$ cat src/rtl/user_stream_fifo.sv
// user_stream_fifo: first-word-fall-through elastic FIFO between the leaf interface and a user kernel stream,
// with occupancy and delivered-word counters for debug.
module user_stream_fifo #(
    parameter int PAYLOAD_BITS = 32,
    parameter int DEPTH_BITS   = 4,
    parameter int CNT_BITS     = 32
) (
    input  logic                    clk,
    input  logic                    reset,
    input  logic [PAYLOAD_BITS-1:0] din,
    input  logic                    din_vld,
    output logic                    din_ack,
    output logic [PAYLOAD_BITS-1:0] dout,
    output logic                    dout_vld,
    input  logic                    dout_ack,
    output logic [DEPTH_BITS:0]     count,
    output logic [CNT_BITS-1:0]     xfer_cnt
);
    localparam int DEPTH = 1 << DEPTH_BITS;
    logic [PAYLOAD_BITS-1:0] mem [DEPTH];
    logic [DEPTH_BITS:0] wr_ptr, rd_ptr;
    logic empty, full, push, pop;
    // Wrap bit distinguishes full from empty when the index bits match.
    always_comb begin
        empty    = wr_ptr == rd_ptr;
        full     = (wr_ptr[DEPTH_BITS-1:0] == rd_ptr[DEPTH_BITS-1:0]) && (wr_ptr[DEPTH_BITS] != rd_ptr[DEPTH_BITS]);
        din_ack  = !full;
        dout_vld = !empty;
        push     = din_vld && din_ack;
        pop      = dout_vld && dout_ack;
        dout     = empty ? '0 : mem[rd_ptr[DEPTH_BITS-1:0]];
        count    = wr_ptr - rd_ptr;
    end
    always_ff @(posedge clk) begin
        if (push) mem[wr_ptr[DEPTH_BITS-1:0]] <= din;
    end
    always_ff @(posedge clk or posedge reset) begin
        if (reset) begin
            wr_ptr   <= '0;
            rd_ptr   <= '0;
            xfer_cnt <= '0;
        end else begin
            if (push) wr_ptr <= wr_ptr + 1'b1;
            if (pop) begin
                rd_ptr   <= rd_ptr + 1'b1;
                xfer_cnt <= xfer_cnt + 1'b1;
            end
        end
    end
endmodule

$ cat config.mk
export PLATFORM = sky130hd
export DESIGN_NAME = user_stream_fifo
export DESIGN_NICKNAME = d
export VERILOG_FILES = /design/src/rtl/user_stream_fifo.sv
export SDC_FILE = /design/constraint.sdc
export NUM_CORES = 1
export LEC_CHECK = 0
export ABC_AREA = 1
export CAP_MARGIN = 20
export CORE_MARGIN = 2
export CORE_UTILIZATION = 57
export CTS_CLUSTER_SIZE = 20
export DETAILED_ROUTE_END_ITERATION = 10
export DONT_BUFFER_PORTS = 1
export PLACE_DENSITY = 0.8
export SETUP_SLACK_MARGIN = 0.02
export SLEW_MARGIN = 20
export SYNTH_ARGS = -nofsm -noshare
export SYNTH_HDL_FRONTEND = slang
export SYNTH_SLANG_ARGS = --single-unit
$ cat constraint.sdc
create_clock -name clk -period 10.95 [get_ports clk]
set_clock_uncertainty 0.05 [all_clocks]
set_input_delay 1.6425 -clock clk [delete_from_list [all_inputs] [get_ports clk]]
set_output_delay 1.6425 -clock clk [all_outputs]
set_load 0.05 [all_outputs]
==> summary.md <==
| Metric | Value |
|---|---|
| CTS sink count | `554` |
| Max Slew Vio Count | `0` |
| Hold Crit Class | `reg2reg` |
| Synth area leaders | `edfxtp_1 (62%), nand2_1 (13%), inv_1 (5.9%), nand3_1 (5.7%), dfrtp_1 (4.3%)` |
| Fmax | `148 MHz` |
| Synth Cell Area | `24700 sq um` |
| Boundary Pins | `107` |
| Hold_buf cts | `0` |
| Crit path largest cell delay | `1020 ps` |
| Initial antenna violation count | `0` |
| Max Root-Sink Buffers | `3` |
| CTS H-tree depth | `2` |
| Core ar. | `42900 sq um` |
| DRC viols | `0` |
| Total Routing Usage GR | `0.248` |
| RSZ-0062 raised after global routing | `false` |
| Drt pass-1 iters | `6` |
| GP Congestion | `0.841` |
| Post-synth top cells | `nand2_1 (848), edfxtp_1 (512), inv_1 (390), nand3_1 (281), nor2_1 (111)` |
| Initial Util | `0.575` |
| Flops & latches, synth | `554` |
| Slew HR | `0.239` |
| Mapped Nets | `2489` |
| Outcome | `finished clean` |
| Total die area | `44900 sq um` |
| Footprint of the multi-input gates | `6170 sq um` |
| Post-synth EDFFs | `512` |
| Tmin final | `6740 ps` |
| CTS resizes | `0` |
| WL per Instance | `18.1 microns` |
| R2r worst-path depth | `10` |
| Syn avg cell area | `10.1 sq um` |
| Yosys top cell by area | `edfxtp_1` |
| Critical path cell sequence | `clkinv_2 -> ha_1 -> nand2_1 -> nor2_4 -> nand2_4 -> inv_1 -> buf_4 -> a21oi_1` |
| Syn Inst Count | `2442` |
| Critical path required time | `9260 ps` |
| Global-route wire length before repair | `85.1 mm` |
| Sequential fraction of the synthesis area | `0.666` |
| GRT overflow | `0` |
| WP data arrival | `5040 ps` |
| Hold path depth | `1` |
| Startpoint class of the critical path | `flop` |
| Die width | `212 microns` |
| Max-cap violation count | `0` |
| Number of global-route vias before repair | `16400` |
| Placed Instance Area | `25200 sq um` |
| Worst-path clk slew | `60 ps` |
| Chip height | `212 microns` |
| Area Growth Syn to Fin | `9.28%` |
| Antenna Cells | `0` |
| Worst-Margin Slew | `1140 ps` |
| Ys Warns | `0` |
| Worst-Skew Late Latency | `590 ps` |
| DP HPWL | `32.3 mm` |
| Top-count cell post-synth | `nand2_1` |
| Reg area | `16400 sq um` |
| Final nets | `2465` |
| Final Cycle Share | `0.615` |
| Final WL | `55.0 mm` |
| Initial DRC Count | `1523` |
| Layout cells sized above 1 | `0.0593` |
| Port Buf Inserts | `0` |
| Setup Buffers After CTS | `0` |
| Ys async rst share | `0.0758` |
| Final TNS setup | `0 ps` |
| Final Instance Area | `26900 sq um` |
| Share of the synthesized area in the top cell type | `0.624` |
| ANT nets after route | `0` |
| Netlist cell types | `35` |
| Slowest CP cell | `dfrtp_4` |
| Peak VDD IR | `0.254 mV` |
| CP max FO | `76` |
| Pwr/cell area | `268 nW/um^2` |
| Primary FF master, synth | `edfxtp_1` |
| Setup violations, final | `0` |
| Largest net degree at the start of global routing | `206` |
| Cell Rows | `76` |
| Drt via density | `5.42` |
| CTS root buf | `clkbuf_16` |
| Final Hold Viols | `0` |
| Number of vias after detailed routing | `16500` |
| Setup CP Type | `reg2out` |
| Crit. End Element | `primary output` |
| Fillers | `3119` |
| CTS tree | `yes` |
| Leak pwr | `11.3 nW` |
| Clock buffer count from CTS | `54` |
==> path summary, 6_finish.rpt <==
check | startpoint | to | slack (ps)
hold / removal | wr_ptr[4]$_DFFE_PP0P_ | wr_ptr[4]$_DFFE_PP0P_ | 470
setup reg to reg | rd_ptr[1]$_DFFE_PP0P_ | mem[13][25]$_DFFE_PP_ | 5740
min in group asynchronous | reset | xfer_cnt[28]$_DFFE_PP0P_ | 1030
setup / recovery | rd_ptr[1]$_DFFE_PP0P_ | dout[24] | 4210
max in group asynchronous | reset | rd_ptr[1]$_DFFE_PP0P_ | 9380
hold reg to reg | wr_ptr[4]$_DFFE_PP0P_ | wr_ptr[4]$_DFFE_PP0P_ | 470
==> registers in the layout (all words and copies together) (netlist names) <==
signal,cells
mem,512
xfer_cnt,32
rd_ptr,5
wr_ptr,5
==> routing by layer <==
layer	vias to the layer above	global-route usage	part of all wire
met5	-	0	0
met4	0	0.115	0.038
met3	152	0.0545	0.082
met2	688	0.424	0.50
met1	7921	0.301	0.38
li1	7756	-	-
==> cells by family (layout without fill, tap and decap cells) <==
group | Yosys count | count (layout) | share of synthesized area
AOI/OAI and AO/OA | 70 | 70 | 0.0142
and+or+nand+nor | 1277 | 1277 | 0.215
DFF | 554 | 554 | 0.666
xor gates and xnor gates | 28 | 28 | 0.00995
buffers and inverters | 502 | 521 | 0.0886
adders and majority gates | 11 | 11 | 0.00589
==> power breakdown <==
part / switching [mW] / internal (mW)
logic: 2.07 / 0.606
registers: 0.225 / 2.53
clock network: 0.762 / 1.01
total: 3.06 / 4.15
==> per-stage QoR <==
stage | utilization | worst slack, ps | std cells | total power, mW | hold WS (ps)
floorplan | - | 6290 | 2442 | 4.93 | 413
global placement | 0.582 | 4890 | 2935 | 5.33 | 430
detailed placement | 0.588 | 4820 | 2945 | 5.45 | 462
CTS | 0.627 | 4140 | 3044 | 7.22 | 470
global route | 0.628 | 3940 | 3046 | 7.56 | 488
finish | 0.628 | 4210 | 3046 | 7.21 | 468
==> area by class of cell <==
class / count / share of cell area
multi-input combinational: 1386 / 0.229
clock inverter: 32 / 0.00971
sequential: 554 / 0.610
timing repair buffer: 26 / 0.0161
tap: 585 / 0.0272
inverter: 396 / 0.0554
clock buffer: 67 / 0.0528
==> worst max-delay path, delay by kind of cell, from the launching register on <==
| family | cells | cell delay [ps] |
|---|---|---|
| buf+inv | 3 | 1650 |
| simple gates | 3 | 360 |
| fa+ha+maj | 1 | 570 |
| compound gates | 1 | 830 |
| flops | 1 | 1020 |
==> cell usage in the layout (no fill, tap or decap), types with 5 or more instances in the layout <==
cell       count
nor2_2         6
nand2_2        5
a21oi_1       34
inv_1        390
nand3_1      281
buf_4         13
buf_16        10
clkbuf_16     55
clkinv_2      10
edfxtp_1     512
o21ai_0       30
nor2_1        96
nand4_1        9
dfrtp_1       39
xor2_1        20
clkinv_1      14
nor2_4        20
nand2_1      848
xnor2_1        8
clkbuf_1      12
ha_1          10
o21ai_1        6
(Power assumes the default switching activity.)
